## src/rtl/imem_stim_sequencer_pkg.sv

```systemverilog
// Shared constants, FSM state type and instruction-word helpers for the imem stimulus sequencer.
// Pure declarations: no latency, no flow control.
package sodor_stim_pkg;

  localparam logic [31:0] NOP_INSTR     = 32'h0000_0013;
  localparam logic [6:0]  OPC_OP_IMM    = 7'b0010011;
  localparam logic [11:0] SHAMT_MASK_SR = 12'h41F;
  localparam logic [11:0] SHAMT_MASK_SL = 12'h01F;
  localparam logic [31:0] LFSR_MASK     = 32'h8020_0003;

  typedef enum logic [2:0] {
    ST_IDLE,
    ST_FLUSH,
    ST_RUN,
    ST_DRAIN,
    ST_DONE
  } stim_state_e;

  // Right-shifting Galois step; a nonzero state never maps to zero.
  function automatic logic [31:0] lfsr_step(input logic [31:0] l);
    return {1'b0, l[31:1]} ^ (l[0] ? LFSR_MASK : 32'h0);
  endfunction

  // LFSR bits supply imm/rs1/funct3/rd in place; shift immediates are trimmed to legal shamt.
  function automatic logic [31:0] op_imm_word(input logic [31:0] l);
    logic [31:0] w;
    w = (l & 32'hFFFF_FF80) | {25'b0, OPC_OP_IMM};
    if (w[14:12] == 3'd5) begin
      w[31:20] = w[31:20] & SHAMT_MASK_SR;
    end else if (w[14:12] == 3'd1) begin
      w[31:20] = w[31:20] & SHAMT_MASK_SL;
    end
    return w;
  endfunction

endpackage

```

## src/rtl/imem_stim_sequencer_lfsr.sv

```systemverilog
// 32-bit Galois LFSR that loads its seed on reset and steps only when advance is high.
// One-cycle update latency; holds its state whenever advance is low.
module stim_lfsr32
  import sodor_stim_pkg::*;
(
  input  logic        clk,
  input  logic        reset,
  input  logic [31:0] seed,
  input  logic        advance,
  output logic [31:0] state
);

  logic [31:0] r_state;

  always_ff @(posedge clk) begin
    if (reset) begin
      r_state <= seed;
    end else if (advance) begin
      r_state <= lfsr_step(r_state);
    end
  end

  assign state = r_state;

endmodule

```

## src/rtl/imem_stim_sequencer.sv

```systemverilog
// Issues NOP flush, NUM_INSTR pseudo-random OP-IMM words, NOP drain over valid/ready, then signals done.
// Outputs decode registered state; a word holds while instr_valid && !instr_ready, next word the cycle after accept.
module imem_stim_sequencer
  import sodor_stim_pkg::*;
#(
  parameter int unsigned NUM_INSTR    = 100,
  parameter int unsigned FLUSH_CYCLES = 3,
  parameter int unsigned DRAIN_CYCLES = 5,
  parameter logic [31:0] SEED         = 32'h0000_01B4
) (
  input  logic        clk,
  input  logic        reset,
  input  logic        start,
  input  logic        instr_ready,
  output logic        instr_valid,
  output logic [31:0] instr,
  output logic        busy,
  output logic        done,
  output logic [15:0] issued_cnt
);

  localparam logic [31:0] SEED_EFF    = (SEED == 32'd0) ? 32'd1 : SEED;
  localparam logic [31:0] FLUSH_LAST  = 32'(FLUSH_CYCLES - 1);
  localparam logic [31:0] RUN_LAST    = 32'(NUM_INSTR - 1);
  localparam logic [31:0] DRAIN_LAST  = 32'(DRAIN_CYCLES - 1);
  localparam bit          SKIP_RUN    = (NUM_INSTR == 0);

  if (NUM_INSTR > 65535) begin : g_bad_num_instr
    $error("NUM_INSTR exceeds the 16-bit issued_cnt range");
  end
  if (FLUSH_CYCLES < 1 || DRAIN_CYCLES < 1) begin : g_bad_phase_len
    $error("FLUSH_CYCLES and DRAIN_CYCLES must be at least 1");
  end

  stim_state_e r_state, w_state_nxt;
  logic [31:0] r_phase_cnt, w_phase_cnt_nxt;
  logic [15:0] r_issued_cnt, w_issued_cnt_nxt;
  logic [31:0] w_lfsr_state;
  logic        w_accept;
  logic        w_lfsr_adv;

  assign w_accept   = instr_valid && instr_ready;
  assign w_lfsr_adv = (r_state == ST_RUN) && w_accept;
  assign issued_cnt = r_issued_cnt;

  stim_lfsr32 u_lfsr (
    .clk     (clk),
    .reset   (reset),
    .seed    (SEED_EFF),
    .advance (w_lfsr_adv),
    .state   (w_lfsr_state)
  );

  always_ff @(posedge clk) begin
    if (reset) begin
      r_state      <= ST_IDLE;
      r_phase_cnt  <= '0;
      r_issued_cnt <= '0;
    end else begin
      r_state      <= w_state_nxt;
      r_phase_cnt  <= w_phase_cnt_nxt;
      r_issued_cnt <= w_issued_cnt_nxt;
    end
  end

  always_comb begin
    instr_valid = 1'b0;
    instr       = NOP_INSTR;
    busy        = 1'b0;
    done        = 1'b0;
    case (r_state)
      ST_FLUSH, ST_DRAIN: begin
        instr_valid = 1'b1;
        busy        = 1'b1;
      end
      ST_RUN: begin
        instr_valid = 1'b1;
        busy        = 1'b1;
        instr       = op_imm_word(w_lfsr_state);
      end
      ST_DONE: done = 1'b1;
      default: ;
    endcase
  end

  // The phase counter is cleared on every phase exit so each phase counts its own accepts.
  always_comb begin
    w_state_nxt      = r_state;
    w_phase_cnt_nxt  = r_phase_cnt;
    w_issued_cnt_nxt = r_issued_cnt;
    case (r_state)
      ST_IDLE, ST_DONE: begin
        if (start) begin
          w_state_nxt      = ST_FLUSH;
          w_phase_cnt_nxt  = '0;
          w_issued_cnt_nxt = '0;
        end
      end
      ST_FLUSH: begin
        if (w_accept) begin
          if (r_phase_cnt == FLUSH_LAST) begin
            w_phase_cnt_nxt = '0;
            w_state_nxt     = SKIP_RUN ? ST_DRAIN : ST_RUN;
          end else begin
            w_phase_cnt_nxt = r_phase_cnt + 32'd1;
          end
        end
      end
      ST_RUN: begin
        if (w_accept) begin
          w_issued_cnt_nxt = r_issued_cnt + 16'd1;
          if (r_phase_cnt == RUN_LAST) begin
            w_phase_cnt_nxt = '0;
            w_state_nxt     = ST_DRAIN;
          end else begin
            w_phase_cnt_nxt = r_phase_cnt + 32'd1;
          end
        end
      end
      ST_DRAIN: begin
        if (w_accept) begin
          if (r_phase_cnt == DRAIN_LAST) begin
            w_phase_cnt_nxt = '0;
            w_state_nxt     = ST_DONE;
          end else begin
            w_phase_cnt_nxt = r_phase_cnt + 32'd1;
          end
        end
      end
      default: w_state_nxt = ST_IDLE;
    endcase
  end

endmodule

```

## config.mk

```make
export PLATFORM = sky130hd
export DESIGN_NAME = imem_stim_sequencer
export DESIGN_NICKNAME = d
export VERILOG_FILES = /design/src/rtl/imem_stim_sequencer_pkg.sv /design/src/rtl/imem_stim_sequencer_lfsr.sv /design/src/rtl/imem_stim_sequencer.sv
export SDC_FILE = /design/constraint.sdc
export NUM_CORES = 1
export LEC_CHECK = 0
export ABC_AREA = 1
export CAP_MARGIN = 25
export CORE_AREA = 2 2 65 128
export DETAILED_ROUTE_END_ITERATION = 12
export DIE_AREA = 0 0 67 130
export PLACE_DENSITY = 0.79
export SETUP_SLACK_MARGIN = 0.02
export SLEW_MARGIN = 10
export SYNTH_ARGS = -nofsm -noshare
export SYNTH_HDL_FRONTEND = slang
export SYNTH_SLANG_ARGS = --single-unit
```

## constraint.sdc

```tcl
create_clock -name clk -period 3.94 [get_ports clk]
set_input_delay 0.788 -clock clk [delete_from_list [all_inputs] [get_ports clk]]
set_output_delay 0.788 -clock clk [all_outputs]
set_load 0.02 [all_outputs]
```

; Word level (Yosys, flattened, before mapping)
; Index checks and enable logic that the tools add are counted.
[classes]
addsub = 2
mul = 0
n_div = 0
n_lt_le_gt_ge = 0
eq_ne = 16
shifts = 0
muxes = 25
n_bitwise = 1
n_reduce_logical = 10
[ops]
columns = op, n
row1 = $mux W32, 9
row2 = $pmux W32 S4, 1
row3 = $add A32 B1 Y32 const B, 1
row4 = $eq A32 B2 Y1 const B, 1
row5 = $eq A32 B3 Y1 const B, 1
row6 = $eq A32 B7 Y1 const B, 1
row7 = $mux W16, 2
row8 = $pmux W16 S2, 1
row9 = $xor A31 B32 Y32, 1
row10 = $mux W12, 2
row11 = $mux W3, 7
row12 = $add A16 B1 Y16 const B, 1
row13 = $ne A2 B2 Y1 const B, 6
row14 = $pmux W3 S4, 1
row15 = $reduce_and A7 Y1, 1
row16 = $eq A3 B1 Y1 const B, 2
row17 = $eq A3 B2 Y1 const B, 2
row18 = $eq A3 B3 Y1 const B, 2
row19 = $reduce_and A5 Y1, 1
row20 = $reduce_bool A4 Y1, 1
row21 = $logic_not A3 Y1, 1
row22 = $reduce_and A3 Y1, 1
row23 = $reduce_or A3 Y1, 1
row24 = $logic_and A1 B1 Y1, 2
row25 = 4 further kinds, 5
[word_totals]
reg_bits = 83
latch_bits = 0
mem_bits_rw = 0
mem_bits_ro = 0
out_inout_bits = 51
wordCells = 58
mem_count = 0

; Longest topological paths before layout
[logic_depth]
word_depth = 6
mapped_depth = 13

; Cells and area by module
; Synthesis repeated with hierarchy kept, for this count alone.
[unflattened]
hier_cells = 700
hier_area_um2 = 4887.2
[by_module_without_submodules]
columns = mod, n_inst, cells_per_inst, area_each_um2, seq_area_each_um2
row1 = imem_stim_sequencer, 1, 554, 3410.8, 1021.0
row2 = stim_lfsr32, 1, 146, 1476.4, 960.9

; Worst setup path after synthesis
; Ideal clock, no wire load.
[synth_timing]
path_type = register -> output
from = register r_state[2]
to = output port instr[15]
arrival_time_ns = 1.401
required_ns = 3.152
path_slack_ns = 1.751
path_stages_with_launch = 9
path_cell_list = dfxtp_1 inv_1 nand2_2 nor2_2 buf_6 inv_1 buf_2 buf_1 nor2_1
[synth_via]
elab_chain_cells = 2
[synth_rtl]
columns = element, line
row1 = from (decl), imem_stim_sequencer.sv:35  ; stim_state_e r_state, w_state_nxt;
row2 = from (signal assigned), imem_stim_sequencer.sv:60  ; r_state <= w_state_nxt;
row3 = $eq A3 B2 Y1, imem_stim_sequencer.sv:71  ; case (r_state)
row4 = $mux W32, imem_stim_sequencer.sv:71
row5 = to (decl), imem_stim_sequencer.sv:16  ; output logic [31:0] instr,
; No other way between the ends.

; Worst setup path in the final report
[layout_timing]
from = register r_state[2]
to = output port instr[29]
; Same word-level chain as after synthesis.

==> results.md <==
* Status: finished clean
* Setup Skew at 0.006204 ns
* Yosys top cell area share at 0.3708
* Cts hold-fix bufs at 0
* Commonest non-fill, non-tap cell in the layout: nand2_1
* Post-synth cell types at 40
* Reg-to-reg setup timing slack at 1.89 ns
* Cell taking the most area after synthesis: dfxtp_1
* Reg clk slew, reported paths at 0.06 ns
* Number of flops mapped to enable cells by yosys at 0
* Syn avg cell area at approximately 6.6 sq um
* Post-cts resize count at 0
* GPL Wtd Cong at 0.9285
* Total power draw at 0.002248 W
* Routed wire length at 9723 microns
* H-tree Lvls at 3
* Worst-path fanout max at 20
* Hold Path Sink: u_lfsr.state[16]$_SDFFE_PP0P_
* First-pass GRT wire length at 16040 microns
* Clock latency on the worst-skew pair at 0.34 ns
* Most frequent cells in the layout: 156 x nand2_1, 128 x nor2_1, 83 x dfxtp_1
* Setup violators final at 0
* Switch Pwr at 0.0007702 W
* Worst hold margin at 0.4646 ns
* LEAKAGE at 1.967 nW
* Hold Path Origin: u_lfsr.state[16]$_SDFFE_PP0P_
* Crit path DAT at 2.49 ns
* Post-Synth Simple-Gate Area at 0.3697
* Clk pwr share at 0.335
* IO Pins at 55
* Synth Area in Compound Gates at 0.1042
* Fin crit share at 0.8325
* IO Port Bufs at 47
* Drt drc at 0
* Post-CTS setup buffers at 0
* Clock buffer depth at 2
* Dominant cells by area after synthesis: dfxtp_1 37%, nand2_1 13%, nor2_1 11%, inv_1 5.9%, a21oi_1 5.6%
* Final std cells w/o fill at between 800 and 900
* Slew headroom at 0.6226
* Initial antenna violation count at 0
* # Max-Cap Violations at 0
* Post-synthesis mux area share at 0
* Seq pwr share at 0.417
* Power share of the combinational group at 0.248
* Max Slew Vio Count at 0
* Layout cells sized above 1 at 0.06389
* CTS tree: done
* Clock sinks at 83
* Setup crit end kind: output pin
* HPWL after detailed placement at roughly 7000 microns
* CP startpoint kind: flop
* Die ar. at 0.008710 sq mm
* Root buffer cell: clkbuf_16
* Routed length per placed instance at 11.92 microns
* Cell count of the worst hold path at 2
* Fin nets at 724
* Setup TNS at 0 ns
* Tightest Pin Transition at around 0.57 ns
* Mapped cell area at roughly 0.0045 sq mm
* Launch point of the worst path: r_state[2]$_SDFFE_PP0P_
* Worst min path class: reg -> reg
* Switching part of the total at 0.3426
* # rows at 46
* Fmax at a little over 300 MHz
* Die Ht at 130 microns
* Warnings from Yosys at 0
* Die W at roughly 67 microns
* RSZ-0062 raised after global routing: false
* Synth Area in Adders at 0.01396
* Largest family of logic cells by synthesized area: simple AND/OR/NAND/NOR gates
* Vias in the first global route at 3643
* Post-synth ARST share at 0
* Drt via density at 5.091
* Power Dens Cells at about 430 mW/mm^2
* Critical path class: reg -> out
* Initial Util at 0.5724
* CTS Buf Count at 9
* Final hold vios at 0
* Max IR drop VDD at around 0.00038 V
* Worst EP required at 3.15 ns
* Largest net degree at the start of global routing at 50
* Post-route ant nets at 0
* RR Endpoint: u_lfsr.state[0]$_SDFFE_PP0P_
* Sequential fraction of the synthesis area at 0.3708
* Ys flop type: dfxtp_1
* Synth Register Bits at 83
* Synthesis-to-finish area growth at 15.81%
* Core footprint at 0.007828 sq mm
* DR iter-0 viols at slightly above 300
* Syn Inst Count at 678
* Via count at 4154
* N_diodes at 0
* R2r startpoint: r_state[2]$_SDFFE_PP0P_
* Final min period at 3.280 ns
* Xor/xnor share of the synthesized area at 0.03519
* P_int at 0.001478 W
* Depth of the worst register-to-register path at 9
* Gr ovfl total at 0
* First-pass DRT Iterations at 4
* GRT Resource Usage Total at 0.2354
* Placed insts at 800
worst max-delay path by stage:
stage / cells past startpoint / endpoint
3_5_place_dp: 5 / instr[29]
3_3_place_gp: 6 / instr[29]
2_1_floorplan: 8 / instr[15]
4_1_cts: 5 / instr[29]
6_report: 6 / instr[29]
5_1_grt: 6 / instr[29]
stage by stage:
step	worst slack, ns	util	area [sq um]
floorplan	1.751	-	4499
global placement	1.084	0.6292	4925
detailed placement	1.011	0.6292	4925
CTS	0.6211	0.6629	5189
global route	0.4037	0.6629	5189
finish	0.6598	0.6629	5189
synth_stat cells, drive strengths merged (5+ instances only):
library cell	instances
a21oi	50
buf	21
clkbuf	8
dfxtp	83
ha	5
inv	73
nand2	164
nand3	38
nand3b	6
nand4	8
nor2	142
nor3	13
o21ai	31
xnor2	5
xor2	13
layout make-up:
type / instances / area, sq um
clock inverters: 4 / 27.53
multi-input cells: 497 / 2370
flip-flops and latches: 83 / 1662
clock buffers: 12 / 236.5
fillers: 696 / 2639
repair buffers: 50 / 493.0
well taps: 96 / 120.1
inverters: 74 / 280.3
registers in the layout, summed over array words and instances, names as in the netlist:
signal and flops:
u_lfsr.state 32, issued_cnt 16, r_state 3, r_phase_cnt 32
cell families (layout without fill, tap and decap cells):
family | Yosys count | in the layout
flops | 83 | 83
other cells | 2 | 7
simple gates | 378 | 378
fa+ha+maj | 5 | 5
xor+xnor | 18 | 18
buf+inv | 103 | 140
compound gates | 89 | 89
power by group through the flow:
stage | registers (W) | clock network [W] | logic (W)
3_3_place_gp | 0.000953 | 0 | 0.000551
6_report | 0.000937 | 0.000754 | 0.000557
3_5_place_dp | 0.000954 | 0 | 0.000558
5_1_grt | 0.000946 | 0.000804 | 0.000618
2_1_floorplan | 0.000957 | 0 | 0.000460
4_1_cts | 0.000937 | 0.000766 | 0.000561
worst max-delay path: stages, from the launching register on:
cell and delay (ns):
dfxtp_1 0.31, inv_1 0.12, nand2_2 0.09, nor2_2 0.36, inv_1 0.39, nor3_1 0.24
clkdlybuf4s50_1 0.65
layer usage:
metal  vias up  global-route usage  wire, microns
li1       2197                   -              -
met1      1875              0.3058           4440
met2        68              0.3774           4746
met3        14             0.04655            341
met4         0             0.09604            194
met5         -                   0              0
Power figures use the tool's default switching activity.
==> RTL change 1: new RTL, same flow settings <==
Make the reset (`reset`) asynchronous in one clocked block.
--- a/src/rtl/imem_stim_sequencer.sv
+++ b/src/rtl/imem_stim_sequencer.sv
@@ -51,7 +51,7 @@
     .state   (w_lfsr_state)
   );
 
-  always_ff @(posedge clk) begin
+  always_ff @(posedge clk or posedge reset) begin
     if (reset) begin
       r_state      <= ST_IDLE;
       r_phase_cnt  <= '0;
Function: differs if reset is asserted again (counterexample within 4 cycles, from zero or initial values and one cycle with reset high); with reset held inactive, the same outputs for 10 cycles.
==> RTL change 1 against the original RTL <==
Synthesized cell count grew 0.59%; synthesized area increased by 6.8%; count of clock-buffer cells in the layout increased by 1; cell area is 6.5% higher; worst setup slack improved by 110 ps; routed wire length up 13%; sequential share of layout area grew 2.7 points; sequential cell count did not move; global-route usage is 2.8 points higher; critical path type unchanged; largest cell class unchanged.
Power is not compared: it rests on default switching activity, and its combinational part moved more than twofold at a synthesized area within 25%.
==> RTL change 1: results (changes against the original RTL) <==
Parameter                              Value

CTS
  Clock-pin slew on the worst setup and hold paths    60 ps (about the same)
  CTS Buffer Depth    2 (unchanged)

Finish
  Share of final-layout standard cells stronger than drive strength 1    7.71% (+1.3 points)
  Fill count    690 (-0.86%)
  Final layout net count    730 (+0.83%)

Detailed routing
  Final WL    11000 um (+13%)
  Per-cell via count in the routed design    5.37 (+5.5%)
  Total via count in the routed design    4413 (+6.2%)
  Violation count after the first detailed-routing iteration    345 (+13%)
  Number of iterations in the first detailed-routing pass    5 (+1)

Timing
  Worst Tran Pin Value    813 ps (+247 ps)
  Worst Skew    7.08 ps (+0.879 ps)

Logic synthesis
  Count of unique library cells instantiated by Yosys    43 (+7.5%)
  Dominant cells by area after synthesis    dfrtp_1, nand2_1, dfxtp_1
  Part of the Yosys area used for sequential elements    40.1% (+3.0 points)
  Flip-flop cell with the highest count after synthesis    dfrtp_1
  Number of instances in the synthesized netlist    682 (+0.59%)
  Top cells by instance count after synthesis    nand2_1, nor2_1, inv_1
  Number of warnings issued by yosys    0 (unchanged)
  Asr flop ratio synth    61.4% (+61 points)

Placement
  Placement Setup Slack    1110 ps (+94.6 ps)
  Final estimated routing congestion in global placement    0.909 (-2.1%)
  Estimated wirelength of the detail-placed design    7940 um (+14%)
  Number of buffers added on ports    47 (unchanged)
  Number of cells in the design after placement    806 (+0.75%)

Global route
  Pin count of the biggest net entering global routing    36 (-28%)
  GRT overflow    0 (unchanged)
  Global-route wire length before repair    17800 um (+11%)
  Total global routing track utilization    26.3% (+2.8 points)
  Number of global-route vias before repair    3894 (+6.9%)

Run status
  Outcome    complete, no violations

Pwr
  P_leak    2.39 nW

Setup path
  Critical path data arrival time    2390 ps (-100 ps)
  Crit path max fanout    21 (+5.0%)
==> RTL change 1: cell types whose count changed in the layout (fill, tap and decap cells not counted), sizes merged, moves of 10 or more <==
cell | before | now
nand4 | 8 | 20
nand2 | 164 | 185
dfrtp | 0 | 51
nor2 | 142 | 131
dfxtp | 83 | 32
a21oi | 50 | 40
==> RTL change 1: where the power goes <==
group          switching, mW  internal [mW]  leakage [nW]
clock                  0.320          0.466         0.139
combinational         0.0956         0.0534          1.34
sequential            0.0446          0.874         0.913
total                  0.460           1.39          2.39
==> RTL change 1: logic make-up (layout without fill, tap and decap cells) <==
kind of cell,count (synthesis),count (layout),share of synthesized area (%)
and+or+nand+nor,403,403,37.7
buffers and inverters,101,140,9.54
DFF,83,83,40.1
AOI/OAI and AO/OA,70,70,7.92
xor gates and xnor gates,18,18,3.29
adders and majority gates,5,5,1.31
other,2,7,0.157
==> RTL change 1: worst paths after layout <==
| check | from | to | slack (ps) | depth (start not counted) |
|---|---|---|---|---|
| worst max-delay path | r_state[2] | instr[29] | 770 | 6 |
| worst min-delay path | u_lfsr.state[29] | u_lfsr.state[28] | 460 | 2 |
| worst max register to register | r_phase_cnt[9] | r_phase_cnt[19] | 1800 | 8 |
| worst min register to register | u_lfsr.state[29] | u_lfsr.state[28] | 460 | 2 |
| max in group asynchronous | reset | r_phase_cnt[9] | 1710 | 3 |
| min in group asynchronous | reset | issued_cnt[15] | 1500 | 2 |
==> RTL change 1: metal layers <==
layer	global-route usage, %	vias to the layer above	part of all wire, %
met4	8.64	0	1.7
met1	34.5	2014	43
met3	3.88	20	5.0
met2	43.9	143	50
li1	-	2236	-
met5	0	-	0
==> RTL change 1: cell type report <==
cell class | instances | area share, %
Clock buffer | 13 | 4.73
Clock inverter | 3 | 0.362
Inverter | 75 | 5.23
Multi-Input combinational cell | 503 | 44.0
Sequential cell | 83 | 34.7
Tap cell | 96 | 2.17
Timing Repair Buffer | 49 | 8.79
==> RTL change 1: through the flow <==
stage	power [mW]	utilization (%)	cell area (um^2)	hold slack, ps
final	1.85	70.6	5520	456
after global routing	1.93	70.6	5520	488
after CTS	1.86	70.6	5520	461
after detailed placement	1.08	67.0	5240	452
after global placement	1.08	67.0	5240	436
after floorplan	1.05	-	4800	429
==> RTL change 1: critical path, stage by stage (launching register included) <==
cell             delay [ps]
dfrtp_1                 440
inv_2                    90
nand2_2                  80
nor2_4                  250
inv_1                   330
nor3_1                  230
clkdlybuf4s50_1         630
==> RTL change 2: new RTL, same flow settings <==
Without the edit above. `NUM_INSTR`: 100 -> 75.
--- a/src/rtl/imem_stim_sequencer.sv
+++ b/src/rtl/imem_stim_sequencer.sv
@@ -3,7 +3,7 @@
 module imem_stim_sequencer
   import sodor_stim_pkg::*;
 #(
-  parameter int unsigned NUM_INSTR    = 100,
+  parameter int unsigned NUM_INSTR    = 75,
   parameter int unsigned FLUSH_CYCLES = 3,
   parameter int unsigned DRAIN_CYCLES = 5,
   parameter logic [31:0] SEED         = 32'h0000_01B4
Behaviour: same outputs for any inputs over 10 cycles, from zero or initial values and one cycle with reset high; that may be too few to reach the edited logic, so the function may still have changed.
==> RTL change 2 against the original RTL <==
Die area did not move; register-to-register slack lost 190 ps; sequential share of layout area fell by 0.55 points; routed wire length rose by 5.1%; clock power up 16%; total power is 13% higher; cell area increased by 1.7%; synthesized area grew 0.53%; largest cell class unchanged; maximum frequency rose by 0.45%; sequential cell count unchanged; clock skew hardly changed; worst setup slack improved by 15 ps; non-clock buffer count decreased by 1.
==> RTL change 2: results (changes against the original RTL) <==
Parameter                              Value

Logic synthesis
  Count of unique library cells instantiated by Yosys    38 (-5.0%)
  Dominant cells by area after synthesis    dfxtp_1, nand2_1, nor2_1
  Flip-flop cell with the highest count after synthesis    dfxtp_1
  Top cells by instance count after synthesis    nand2_1, nor2_1, dfxtp_1
  Asr flop ratio synth    0% (unchanged)
  Synthesized area per cell    6.58 um^2 (-0.50%)

Finish
  Ant. Diodes    0 (unchanged)
  Share of final-layout standard cells stronger than drive strength 1    6.58% (+0.20 points)
  Final clock-cell share    5.93% (+0.84 points)
  Count of buffers not belonging to the clock network in the layout    49 (-2.0%)
  Flip-flop and latch share of the layout cell area    31.5% (-0.55 points)
  Layout non-clock buf frac    9.20% (-0.30 points)
  Multi-input combinational gate total    499 (+0.40%)
  Final layout net count    732 (+1.1%)
  Multi-input logic area    2390 um^2 (+0.79%)
  Clkbuf count    10 (-2)

Global route
  Number of global-route vias before repair    4029 (+11%)
  Global-route wire length before repair    17500 um (+8.9%)
  GR Util met1    32.2% (+1.6 points)
  GRT met3 Usage    4.14% (-0.52 points)
  Met2 track demand over resource in global routing    41.9% (+4.1 points)
  Pin count of the biggest net entering global routing    52 (+4.0%)
  Total global routing track utilization    25.3% (+1.8 points)

Timing
  Hold Worst Slack    452 ps (-12.5 ps)
  Worst-case setup margin in the final layout    675 ps (+14.8 ps)
  Worst Skew    6.21 ps (+0.0102 ps)
  Worst Tran Pin Value    641 ps (+75.5 ps)

Detailed routing
  Total via count in the routed design    4298 (+3.5%)
  Wire length on met3    466 um (+37%)
  Final WL    10200 um (+5.1%)
  Number of iterations in the first detailed-routing pass    5 (+1)
  Violation count after the first detailed-routing iteration    388 (+27%)
  Routed wl met2    4920 um (+3.7%)
  Detailed-routing wirelength on met1    4580 um (+3.2%)
  Routed wirelength normalized by instance count    12.4 um (+3.9%)

Placement
  Cell area after placement    4970 um^2 (+0.84%)
  Estimated wirelength of the detail-placed design    7140 um (+2.4%)
  Final estimated routing congestion in global placement    0.858 (-7.6%)
  Placement Setup Slack    1050 ps (+34.0 ps)

Pwr
  Share of total power in combinational logic    27.9% (+3.1 points)
  P_leak    2.01 nW (+2.2%)
  Clock-net power    871 uW (+16%)
  Internal Dissipation    1.61 mW (+8.9%)
  Logic power comb    706 uW (+27%)

CTS
  Number of H-tree levels    3 (unchanged)
  Root Buffer    clkbuf_16

Setup path
  FF-to-FF End    issued_cnt[8]
  Reg-to-reg setup timing slack    1700 ps (-190 ps)
  Startpoint of the most critical setup path    r_state[1]
  Crit path max fanout    21 (+5.0%)

Min path
  Sink of the worst hold path    u_lfsr.state[5]
  Start point of the worst min-delay path    u_lfsr.state[6]

Run status
  Outcome    complete, no violations
==> RTL change 2: cell count changes after synthesis, sizes merged, moves of 3 or more <==
cell | before | now
nor2 | 142 | 135
nand4 | 8 | 11
nand3 | 38 | 44
inv | 73 | 82
o21a | 0 | 3
nand2 | 164 | 169
buf | 21 | 16
a21oi | 50 | 47
nand3b | 6 | 1
nor3 | 13 | 19
==> RTL change 2: kinds of logic (layout without fill, tap and decap cells) <==
family                     after synthesis  in the layout  share of synthesized area [%]
AOI/OAI and AO/OA                       92             92                           11.6
adders and majority gates                4              4                           1.11
xor gates and xnor gates                16             16                           3.11
and+or+nand+nor                        380            380                           36.6
buffers and inverters                  108            147                           10.5
other                                    2              7                          0.167
DFF                                     83             83                           36.9
==> RTL change 2: critical path, stage by stage, from the launching register on <==
cell and delay (ps):
dfxtp_1 400, nand2_1 130, nor2_4 340, inv_1 400, nor3_1 230, clkdlybuf4s50_1 630
